### src/rtl/zone_pkg.sv
// Shared zone encodings, threshold defaults and config addresses for the zone hysteresis controller.
package zone_pkg;

  typedef enum logic [1:0] {
    ZONE_MID  = 2'b00,
    ZONE_HIGH = 2'b01,
    ZONE_LOW  = 2'b10
  } zone_e;

  localparam int unsigned NUM_THR = 5;

  localparam int unsigned T0_DEF = 12;  // LO_ENTER
  localparam int unsigned T1_DEF = 20;  // HI_ENTER
  localparam int unsigned T2_DEF = 26;  // LO2HI
  localparam int unsigned T3_DEF = 14;  // HI_EXIT
  localparam int unsigned T4_DEF = 8;   // HI2LO

  localparam logic [2:0] ADDR_LO_ENTER = 3'd0;
  localparam logic [2:0] ADDR_HI_ENTER = 3'd1;
  localparam logic [2:0] ADDR_LO2HI    = 3'd2;
  localparam logic [2:0] ADDR_HI_EXIT  = 3'd3;
  localparam logic [2:0] ADDR_HI2LO    = 3'd4;

endpackage

### src/rtl/zone_target.sv
// Combinational target-zone classifier: hysteresis rules applied to one sample from the current zone.
module zone_target
  import zone_pkg::*;
#(
  parameter int unsigned W = 5
) (
  input  logic [1:0]   zone,
  input  logic [W-1:0] x,
  input  logic [W-1:0] t0,
  input  logic [W-1:0] t1,
  input  logic [W-1:0] t2,
  input  logic [W-1:0] t3,
  input  logic [W-1:0] t4,
  output logic [1:0]   target_c
);

  always_comb begin
    target_c = zone;
    case (zone)
      ZONE_MID: begin
        if (x < t0)      target_c = ZONE_LOW;
        else if (x > t1) target_c = ZONE_HIGH;
      end
      ZONE_LOW: begin
        if (x > t2)      target_c = ZONE_HIGH;
        else if (x > t1) target_c = ZONE_MID;
      end
      ZONE_HIGH: begin
        if (x < t4)      target_c = ZONE_LOW;
        else if (x < t3) target_c = ZONE_MID;
      end
      default: target_c = ZONE_MID;
    endcase
  end

endmodule

### src/rtl/zone_hyst_ctrl.sv
// Zone controller: programmable thresholds, dwell qualification and post-commit hold,
// driving heater/cooler enables from the committed zone.
module zone_hyst_ctrl
  import zone_pkg::*;
#(
  parameter int unsigned W        = 5,
  parameter int unsigned DWELL    = 2,
  parameter int unsigned MIN_HOLD = 4
) (
  input  logic         clk,
  input  logic         rst_n,
  input  logic         smp_valid,
  input  logic [W-1:0] smp_data,
  input  logic         cfg_wr,
  input  logic [2:0]   cfg_addr,
  input  logic [W-1:0] cfg_data,
  output logic [1:0]   zone,
  output logic         zone_chg,
  output logic         heat_en,
  output logic         cool_en,
  output logic         cfg_err
);

  localparam int unsigned CW = 4;

  logic [1:0]   cand;
  logic [CW-1:0] dwell_cnt;
  logic [CW-1:0] hold_cnt;
  logic [W-1:0] thr [NUM_THR];
  logic [1:0]   target_c;
  logic         commit_c;

  zone_target #(.W(W)) u_target (
    .zone     (zone),
    .x        (smp_data),
    .t0       (thr[0]),
    .t1       (thr[1]),
    .t2       (thr[2]),
    .t3       (thr[3]),
    .t4       (thr[4]),
    .target_c (target_c)
  );

  assign commit_c = (dwell_cnt == CW'(DWELL)) && (cand != zone) && (hold_cnt == '0);

  // Priority per edge: config write, then commit, then sample qualification.
  always_ff @(posedge clk) begin
    if (!rst_n) begin
      zone      <= ZONE_MID;
      zone_chg  <= 1'b0;
      heat_en   <= 1'b0;
      cool_en   <= 1'b0;
      cfg_err   <= 1'b0;
      cand      <= ZONE_MID;
      dwell_cnt <= '0;
      hold_cnt  <= '0;
      thr[0]    <= W'(T0_DEF);
      thr[1]    <= W'(T1_DEF);
      thr[2]    <= W'(T2_DEF);
      thr[3]    <= W'(T3_DEF);
      thr[4]    <= W'(T4_DEF);
    end else begin
      zone_chg <= 1'b0;
      cfg_err  <= 1'b0;
      if (hold_cnt != '0) hold_cnt <= hold_cnt - CW'(1);

      if (cfg_wr) begin
        dwell_cnt <= '0;
        case (cfg_addr)
          ADDR_LO_ENTER: thr[0] <= cfg_data;
          ADDR_HI_ENTER: thr[1] <= cfg_data;
          ADDR_LO2HI:    thr[2] <= cfg_data;
          ADDR_HI_EXIT:  thr[3] <= cfg_data;
          ADDR_HI2LO:    thr[4] <= cfg_data;
          default:       cfg_err <= 1'b1;
        endcase
      end else if (commit_c) begin
        zone      <= cand;
        zone_chg  <= 1'b1;
        heat_en   <= (cand == ZONE_LOW);
        cool_en   <= (cand == ZONE_HIGH);
        hold_cnt  <= CW'(MIN_HOLD);
        dwell_cnt <= '0;
      end else if (smp_valid) begin
        if (target_c == zone) begin
          dwell_cnt <= '0;
        end else if (target_c == cand) begin
          if (dwell_cnt != CW'(DWELL)) dwell_cnt <= dwell_cnt + CW'(1);
        end else begin
          cand      <= target_c;
          dwell_cnt <= CW'(1);
        end
      end
    end
  end

endmodule

### config.mk
export PLATFORM = sky130hd
export DESIGN_NAME = zone_hyst_ctrl
export DESIGN_NICKNAME = d
export VERILOG_FILES = /design/src/rtl/zone_pkg.sv /design/src/rtl/zone_target.sv /design/src/rtl/zone_hyst_ctrl.sv
export SDC_FILE = /design/constraint.sdc
export NUM_CORES = 1
export LEC_CHECK = 0
export BUFFER_PORTS_ARGS = -buffer_cell sky130_fd_sc_hd__buf_2
export CAP_MARGIN = 15
export CORE_MARGIN = 8
export CORE_UTILIZATION = 39
export DETAILED_ROUTE_END_ITERATION = 8
export PLACE_DENSITY = 0.55
export SLEW_MARGIN = 5
export SYNTH_ARGS = -nofsm -noshare
export SYNTH_HDL_FRONTEND = slang
export SYNTH_SLANG_ARGS = --single-unit
### constraint.sdc
create_clock -name clk -period 2.7 [get_ports clk]
set_clock_uncertainty 0.2 [all_clocks]
set_input_delay 0.135 -clock clk [delete_from_list [all_inputs] [get_ports clk]]
set_output_delay 0.135 -clock clk [all_outputs]
set_load 0.05 [all_outputs]
==> results of run 1 <==
==> through the flow <==
stage	setup slack, ns	total power, mW	area, sq um	util	std cells
floorplan	0.310	1.01	2360	-	234
global placement	0.191	1.11	2580	0.438	332
detailed placement	0.140	1.12	2580	0.438	332
CTS	0.111	1.63	2780	0.472	348
global route	0.0105	1.73	2800	0.476	349
finish	0.154	1.63	2800	0.476	349
==> cell families after synthesis <==
| kind of cell | Yosys count | synth area share |
|---|---|---|
| muxes | 2 | 0.00848 |
| xor gates and xnor gates | 5 | 0.0186 |
| AOI/OAI and AO/OA | 47 | 0.149 |
| DFF | 41 | 0.454 |
| buffers and inverters | 34 | 0.0556 |
| adders and majority gates | 25 | 0.132 |
| and+or+nand+nor | 80 | 0.182 |
==> Yosys cell counts, types with 2 or more instances <==
library cell / number
mux2i_1: 2
nand2b_1: 7
a21boi_1: 3
edfxtp_1: 25
o21ai_0: 11
nand3_1: 15
a21oi_2: 2
a21oi_1: 7
nor4_1: 2
o31ai_1: 2
ha_1: 25
dfxtp_1: 16
a21o_1: 2
inv_1: 31
xnor2_1: 2
nor3b_1: 3
xor2_1: 3
and2_1: 7
nand2_1: 12
nor3_1: 3
nor2_1: 11
a31oi_1: 6
nor2b_1: 10
clkbuf_1: 2
nand4_1: 3
==> final timing paths <==
check / start / endpoint / slack, ns
worst min register to register: cool_en / cool_en / 0.28
worst max register to register: thr[0][13] / dwell_cnt[0] / 0.15
worst max-delay path: thr[0][13] / dwell_cnt[0] / 0.15
worst min-delay path: smp_valid / dwell_cnt[2] / 0.03
==> per-layer routing <==
| metal | GRT usage | up-vias | share of wire |
|---|---|---|---|
| li1 | - | 912 | - |
| met1 | 0.163 | 803 | 0.51 |
| met2 | 0.173 | 27 | 0.44 |
| met3 | 0.0232 | 6 | 0.029 |
| met4 | 0.0515 | 0 | 0.019 |
| met5 | 0 | - | 0 |
==> worst max-delay path, stage by stage (launching register included) <==
cell and delay [ns]:
edfxtp_1 0.37, inv_1 0.07, ha_1 0.25, a21oi_2 0.14, a21boi_1 0.08, o32a_4 0.38, a311oi_4 0.44, xnor2_2 0.16
a31oi_1 0.10, o221a_1 0.24
==> cell type report <==
class                   instances  area [sq um]  share of cell area
well taps                      75          93.8              0.0335
repair buffers                 35           228              0.0813
clock inverters                 3          46.3              0.0165
flip-flops and latches         41          1070               0.382
multi-input cells             159          1180               0.420
inverters                      31           116              0.0415
clock buffers                   5          68.8              0.0246
==> sequential cells by signal (all words and copies together), names as in the netlist <==
| register | flops |
|---|---|
| zone | 2 |
| cand | 2 |
| heat_en | 1 |
| hold_cnt | 4 |
| zone_chg | 1 |
| thr | 25 |
| cfg_err | 1 |
| dwell_cnt | 4 |
| cool_en | 1 |
==> power breakdown <==
part	total, mW	leakage (nW)	internal (mW)	switching (mW)
combinational	0.376	0.779	0.172	0.204
sequential	0.745	0.375	0.720	0.0255
clock	0.505	0.0543	0.277	0.228
==> layout by cell type, fill, tap and decap left out, drive strengths merged, types with 2 or more instances in the layout <==
| master | instances |
|---|---|
| a21boi | 4 |
| a21o | 2 |
| a21oi | 9 |
| a31oi | 6 |
| and2 | 7 |
| buf | 27 |
| clkbuf | 5 |
| dfxtp | 16 |
| dlygate4sd3 | 8 |
| edfxtp | 25 |
| ha | 25 |
| inv | 31 |
| mux2i | 2 |
| nand2 | 12 |
| nand2b | 7 |
| nand3 | 15 |
| nand4 | 3 |
| nor2 | 12 |
| nor2b | 11 |
| nor3 | 3 |
| nor3b | 3 |
| nor4 | 2 |
| o21ai | 12 |
| o31ai | 2 |
| or3 | 2 |
| xnor2 | 2 |
| xor2 | 3 |
==> repair_timing <==
| action | in CTS | in global routing |
|---|---|---|
| hold buffers | 8 | 0 |
| gates resized for setup | 0 | 3 |
| endpoints found under the hold margin | 15 | 0 |
| setup buffers | 0 | 1 |
| setup endpoints to repair | 0 | 4 |
==> qor.yml, run 1 <==
grt-ovfl-total: 0
rows: 28
maxCapViolCount: 0
routed_wl_um: 4820
io_pins: 23
synth_top_cell_by_area: "edfxtp_1"
synthesis.nets: 276
status: "completed"
dr.pass1.iters: 4
clk_path_buf_depth: 2
crit_type: "reg2reg"
vias_per_cell: 5.01
syn_area_sq_mm: 0.00236
min_period_ns: 2.55
root_buffer: "clkbuf_8"
synth.avg_cell_area_sq_um: 10.1
drv_slew: 0
post_route_cells_drive_above_1_share: 0.168
synth_top_area_frac: 0.318
io_buffer_count: 22
cts.clk_slew.worst_paths_ns: 0.08
place_congestion: 0.761
diodes: 0
fmax_mhz: 393
gr-usage-all-layers: 0.118
startpoint_type: "flop"
holdCritPathClass: "in2reg"
nNetsFinal: 315
synth-edff-count: 25
hold_viol: 0
arrival_ns: 2.55
synthFlopType: "edfxtp_1"
grt_pass1_wl_um: 8170
ir_worst_vdd_uv: 300
p_per_area_mw_per_mm2: 580
synth-seq-cells: 41
antenna_found_initial: 0
end_kind: "flop"
cts_tree: "built"
min_path_cells: 5
clk-insertion-delay-late_ns: 0.30
synth_cell_types: 47
drtIter0Drc: 78
worst_pin_slew_ns: 0.845
area_growth_pct: 18.7
cts_buffers: 5
synth_warnings: 0
core_area_sq_mm: 0.00589
grt_pass1_vias: 1677
routedWlPerCell_um: 13.8
initial_core_util: 0.401
final_antenna_net_count: 0
r2r.worst_path.cells: 9
htree_levels: 2
synthTopCellsByArea: "edfxtp_1 (32%), dfxtp_1 (14%), ha_1 (13%), inv_1 (4.9%), nand3_1 (3.2%)"
cp.required_ns: 2.70
die_w_um: 93.8
tns_ns: 0
seq_area_frac_synth: 0.454
maxSlewHeadroom: 0.432
grt_setup_unrepaired: "no"
clock_sinks: 41
die_area_sq_mm: 0.00880
finalSetupViolCount: 0
p_leak_nw: 1.21
synthCells: 234
crit_fanout: 4
post-route-period-util: 0.943
die_height_um: 93.8
whs_ns: 0.0269
post-dp-hpwl_um: 3770
synth-async-reset-ratio: 0
grt_max_degree: 18
drc: 0
fillers: 571
via_count: 1748
Power figures use the tool's default switching activity.
==> run 2, diff against run 1 <==
--- a/config.mk
+++ b/config.mk
@@ -8,9 +8,9 @@
 export BUFFER_PORTS_ARGS = -buffer_cell sky130_fd_sc_hd__buf_2
 export CAP_MARGIN = 15
 export CORE_MARGIN = 8
-export CORE_UTILIZATION = 39
+export CORE_UTILIZATION = 59
 export DETAILED_ROUTE_END_ITERATION = 8
-export PLACE_DENSITY = 0.55
+export PLACE_DENSITY = 0.79
 export SLEW_MARGIN = 5
 export SYNTH_ARGS = -nofsm -noshare
 export SYNTH_HDL_FRONTEND = slang
==> qor.yml, run 2 (synthesis gave the netlist of run 1 again) <==
status: "completed"
largest_register_ffs: 25  # unchanged
p_leak_nw: 1.19  # -1.2%
cts.clk_slew.worst_paths_ns: 0.07  # about the same
p_comb_frac: 0.232  # about the same
largest_registers: "thr (25), dwell_cnt (4), hold_cnt (4)"
grt_setup_unrepaired: "no"
dp.cells: 307  # -7.5%
arrival_ns: 2.57  # +0.02 ns
hold_viol: 0  # unchanged
ir_worst_vdd_uv: 410  # +37%
layout.cells.non_filler: 322  # -7.7%
holdCritPathClass: "in2reg"
diodes: 0  # unchanged
swShare: 0.270  # -0.0108
initial_core_util: 0.603  # +0.202
cp.required_ns: 2.69  # about the same
clk_path_buf_depth: 2  # unchanged
grt-ovfl-total: 0  # unchanged
grt_max_degree: 18  # unchanged
r2r-start: "thr[0][13]"
reg2reg_to: "dwell_cnt[0]"
nNetsFinal: 313  # -0.63%
crit_fanout: 4  # unchanged
r2r_slack_ns: 0.12  # -0.03 ns
finalSetupViolCount: 0  # unchanged
end_kind: "flop"
grt_pass1_wl_um: 7520  # -7.9%
final_antenna_net_count: 0  # unchanged
drc: 0  # unchanged
die_w_um: 79.3  # -16%
via_count: 1746  # -0.11%
startpoint_type: "flop"
die_area_sq_mm: 0.00628  # -29%
whs_ns: 0.0299  # +0.00302 ns
rows: 23  # -18%
crit_type: "reg2reg"
antenna_found_initial: 0  # unchanged
die_height_um: 79.3  # -16%
root_buffer: "clkbuf_8"
routedWlPerCell_um: 14.0  # +1.4%
fmax_mhz: 388  # -1.3%
holdPathEnd: "dwell_cnt[2]"
gr-usage-all-layers: 0.152  # +0.0338
clock_sinks: 41  # unchanged
post_route_cells_drive_above_1_share: 0.158  # -0.00979
pwr-share-seq: 0.471  # +0.012
final_cell_mix: "inv_1 (31), ha_1 (25), edfxtp_1 (25)"
p_per_area_mw_per_mm2: 580  # about the same
vias_per_cell: 5.42  # +8.3%
grt_pass1_vias: 1670  # -0.42%
crit_slowest_cell: "a311oi_4"
pwr-share-clk: 0.297  # -0.013
critPathMaxStageDelay_ns: 0.42  # -0.02 ns
power.total_mw: 1.59  # -2.1%
min_path_cells: 5  # unchanged
final_common_cell: "inv_1"
fillers: 337  # -41%
cts_tree: "built"
switchingPower_mw: 0.430  # -5.9%
r2r.worst_path.cells: 9  # unchanged
post-route-period-util: 0.955  # +0.0120
maxSlewHeadroom: 0.471  # +0.0392
regArea_sq_mm: 0.00107  # unchanged
drv_slew: 0  # unchanged
maxCapViolCount: 0  # unchanged
dr.pass1.iters: 4  # unchanged
worst_pin_slew_ns: 0.786  # -0.0583 ns
area_growth_pct: 16.2
core_area_sq_mm: 0.00391  # -34%
p_int_mw: 1.16  # -0.66%
tns_ns: 0  # unchanged
htree_levels: 2  # unchanged
routed_wl_um: 4500  # -6.5%
largest_register: "thr"
io_pins: 23  # unchanged
place_congestion: 0.838  # +10%
io_buffer_count: 22  # unchanged
worstHoldStart: "smp_valid"
multi_input_area_sq_mm: 0.00118  # -0.11%
min_period_ns: 2.58  # +0.0323 ns
drtIter0Drc: 95  # +22%
post-dp-hpwl_um: 3460  # -8.3%
cts_buffers: 5  # unchanged
clk-insertion-delay-late_ns: 0.29  # about the same
path_cells: "inv_1, ha_1, a21oi_2, a21boi_1, o32a_4, a311oi_4, xnor2_1, a31oi_1, o221a_1"
cts_setup_buffers: 0  # unchanged
## run 2: worst max-delay path by stage
| stage | startpoint | to | slack, ns | depth (start not counted) |
|---|---|---|---|---|
| floorplan | thr[0][13] | dwell_cnt[0] | 0.31 | 9 |
| global placement | thr[0][2] | dwell_cnt[3] | 0.21 | 10 |
| detailed placement | thr[0][13] | dwell_cnt[3] | 0.13 | 10 |
| CTS | thr[0][13] | dwell_cnt[3] | 0.1 | 10 |
| global route | thr[0][13] | dwell_cnt[0] | 0.002 | 9 |
| finish | thr[0][13] | dwell_cnt[0] | 0.12 | 9 |
## run 2: area by class of cell
| cell class | instances | share of cell area |
|---|---|---|
| multi-input cells | 159 | 0.429 |
| flip-flops and latches | 41 | 0.391 |
| repair buffers | 33 | 0.0766 |
| inverters | 31 | 0.0424 |
| clock buffers | 6 | 0.0265 |
| well taps | 50 | 0.0228 |
| clock inverters | 2 | 0.0123 |
## run 2: routing by layer
layer | GRT usage | part of all wire
met2 | 0.242 | 0.47
met1 | 0.192 | 0.49
met3 | 0.0384 | 0.031
met4 | 0.0556 | 0.012
met5 | 0 | 0
## run 2: stage by stage
stage,utilization,worst slack [ns],area (sq um)
after floorplan,-,0.310,2360
after global placement,0.651,0.209,2550
after detailed placement,0.651,0.131,2550
after CTS,0.696,0.0997,2730
after global routing,0.701,0.00202,2740
final,0.701,0.122,2740
## run 2: worst max-delay path: cells and delay by family, from the launching register on
kind                     cells  cell delay (ns)
AO/OA/AOI/OAI                6             1.38
buffers and inverters        1             0.07
XOR/XNOR                     1             0.19
adder cells (fa/ha/maj)      1             0.27
flip-flops                   1             0.37
## run 2: timing repair
item	in CTS	in global routing
hold buffers	7	0
endpoints found under the setup margin	0	1
gates resized for setup	0	2
hold endpoints to repair	16	0
## run 2: power groups by stage
stage / clock (mW) / combinational (mW) / sequential, mW
3_3_place_gp: 0 / 0.340 / 0.760
6_report: 0.472 / 0.369 / 0.750
5_1_grt: 0.507 / 0.417 / 0.756
3_5_place_dp: 0 / 0.350 / 0.761
2_1_floorplan: 0 / 0.259 / 0.752
4_1_cts: 0.480 / 0.364 / 0.748
==> run 3, diff against run 2 <==
--- a/config.mk
+++ b/config.mk
@@ -8,9 +8,9 @@
 export BUFFER_PORTS_ARGS = -buffer_cell sky130_fd_sc_hd__buf_2
 export CAP_MARGIN = 15
 export CORE_MARGIN = 8
-export CORE_UTILIZATION = 59
+export CORE_UTILIZATION = 63
 export DETAILED_ROUTE_END_ITERATION = 8
-export PLACE_DENSITY = 0.79
+export PLACE_DENSITY = 0.83
 export SLEW_MARGIN = 5
 export SYNTH_ARGS = -nofsm -noshare
 export SYNTH_HDL_FRONTEND = slang
==> constraint.sdc (replaced) <==
create_clock -name clk -period 3.2 [get_ports clk]
set_clock_uncertainty 0.2 [all_clocks]
set_input_delay 0.16 -clock clk [delete_from_list [all_inputs] [get_ports clk]]
set_output_delay 0.16 -clock clk [all_outputs]
set_load 0.05 [all_outputs]
==> qor.yml, run 3 (synthesis gave the netlist of run 1 again) <==
status: "completed"
post-place-ws_ns: 0.637  # +0.506 ns
largest_registers: "thr (25), dwell_cnt (4), hold_cnt (4)"
tns_ns: 0  # unchanged
post-dp-hpwl_um: 3650  # +5.5%
finalSetupViolCount: 0  # unchanged
cts_buffers: 5  # unchanged
vias_per_cell: 5.66  # +4.3%
hold_viol: 0  # unchanged
multi_input_area_sq_mm: 0.00116  # -1.5%
clk_path_buf_depth: 2  # unchanged
die_w_um: 77.2  # -2.6%
min_period_ns: 2.62  # +0.0456 ns
regArea_sq_mm: 0.00107  # unchanged
clock_sinks: 41  # unchanged
io_buffer_count: 22  # unchanged
timing.critical_path.mode_cell: "a21oi_2"
fmax_mhz: 381  # -1.7%
crit_slowest_cell: "a221oi_2"
fillers: 288  # -15%
area_growth_pct: 12.9
via_count: 1787  # +2.3%
final_common_cell: "inv_1"
cp.required_ns: 3.22  # +0.53 ns
grt_setup_unrepaired: "no"
clk-insertion-delay-late_ns: 0.29  # about the same
drtIter0Drc: 146  # +54%
arrival_ns: 2.64  # +0.07 ns
holdCritPathClass: "in2reg"
largest_register_ffs: 25  # unchanged
die_area_sq_mm: 0.00596  # -5.1%
drc: 0  # unchanged
routed_wl_um: 4840  # +7.5%
cts_resized: 0  # unchanged
end_kind: "flop"
cts.clk_slew.worst_paths_ns: 0.08  # about the same
p_leak_nw: 1.16  # -2.7%
startpoint_type: "flop"
maxCapViolCount: 0  # unchanged
place_congestion: 0.883  # +5.4%
critPathMaxStageDelay_ns: 0.47  # +0.05 ns
crit_type: "reg2reg"
r2r.worst_path.cells: 10  # +1
grt_pass1_vias: 1698  # +1.7%
dr.pass1.iters: 4  # unchanged
io_pins: 23  # unchanged
grt_max_degree: 18  # unchanged
root_buffer: "clkbuf_8"
core_area_sq_mm: 0.00363  # -7.2%
crit_fanout: 6  # +2
grt-ovfl-total: 0  # unchanged
p_per_area_mw_per_mm2: 466  # -20%
initial_core_util: 0.650  # +0.0465
setup_slack_ns: 0.576  # +0.454 ns
rows: 22  # -4.3%
gr-usage-all-layers: 0.162  # +0.0107
antenna_found_initial: 0  # unchanged
whs_ns: 0.0319  # +0.00206 ns
drv_slew: 0  # unchanged
final_antenna_net_count: 0  # unchanged
nNetsFinal: 309  # -1.3%
path_cells: "inv_1, ha_1, a21oi_2, a21boi_1, o32a_4, nor2b_2, a21oi_2, a221oi_2, nand4_1, a31oi_1"
htree_levels: 2  # unchanged
worst_pin_slew_ns: 0.871  # +0.0851 ns
power.total_mw: 1.24  # -22%
largest_register: "thr"
ir_worst_vdd_uv: 497  # +21%
die_height_um: 77.2  # -2.6%
grt_pass1_wl_um: 7870  # +4.6%
diodes: 0  # unchanged
final_cell_mix: "inv_1 (31), ha_1 (25), edfxtp_1 (25)"
cts_tree: "built"
min_path_cells: 2  # -3
maxSlewHeadroom: 0.414  # -0.0572
post_route_cells_drive_above_1_share: 0.146  # -0.0126
post-route-period-util: 0.820  # -0.135
routedWlPerCell_um: 15.3  # +9.5%
==> run 3: cell count changes in the layout (fill, tap and decap cells not counted), sizes merged <==
cell	before	now
clkbuf	6	5
bufinv	1	0
buf	26	23
clkinv	1	3
dlygate4sd3	7	6
==> run 3: final timing paths <==
kind                from            to  slack (ns)
max           thr[0][13]  dwell_cnt[3]        0.58
min                rst_n   hold_cnt[2]        0.03
max reg2reg   thr[0][13]  dwell_cnt[3]        0.58
min reg2reg  hold_cnt[1]   hold_cnt[1]        0.29
==> run 3: where the power goes <==
| group | internal [mW] | switching [mW] | leakage, nW |
|---|---|---|---|
| Clock | 0.147 | 0.168 | 0.0430 |
| Combinational | 0.124 | 0.171 | 0.744 |
| Sequential | 0.608 | 0.0242 | 0.375 |
==> run 3: through the flow <==
step / instance area (sq um) / cells / util
2_1_floorplan: 2360 / 234 / -
6_report: 2670 / 316 / 0.733
4_1_cts: 2670 / 316 / 0.733
3_5_place_dp: 2520 / 302 / 0.695
5_1_grt: 2670 / 316 / 0.733
3_3_place_gp: 2520 / 302 / 0.695
==> run 3: layer usage <==
| layer | wire, um | vias to the layer above | global-route usage |
|---|---|---|---|
| met1 | 2260 | 808 | 0.210 |
| met3 | 254 | 14 | 0.0338 |
| li1 | - | 899 | - |
| met5 | 0 | - | 0 |
| met4 | 83 | 0 | 0.0623 |
| met2 | 2250 | 66 | 0.258 |
==> run 3: final cells by class <==
type,instances,share of cell area
multi-input combinational,159,0.435
tap,48,0.0225
clock buffer,5,0.0258
timing repair buffer,29,0.0667
inverter,31,0.0437
clock inverter,3,0.00469
sequential,41,0.402
==> run 3: what timing repair did <==
action	in CTS	in global routing
setup buffers	0	0
hold buffers	6	0
hold endpoints to repair	11	0
==> run 3: worst max-delay path, delay by kind of cell (launching register included) <==
kind | cells | cell delay [ns]
AOI/OAI and AO/OA | 6 | 1.37
adders and majority gates | 1 | 0.26
buffers and inverters | 1 | 0.07
DFF | 1 | 0.38
and+or+nand+nor | 2 | 0.28
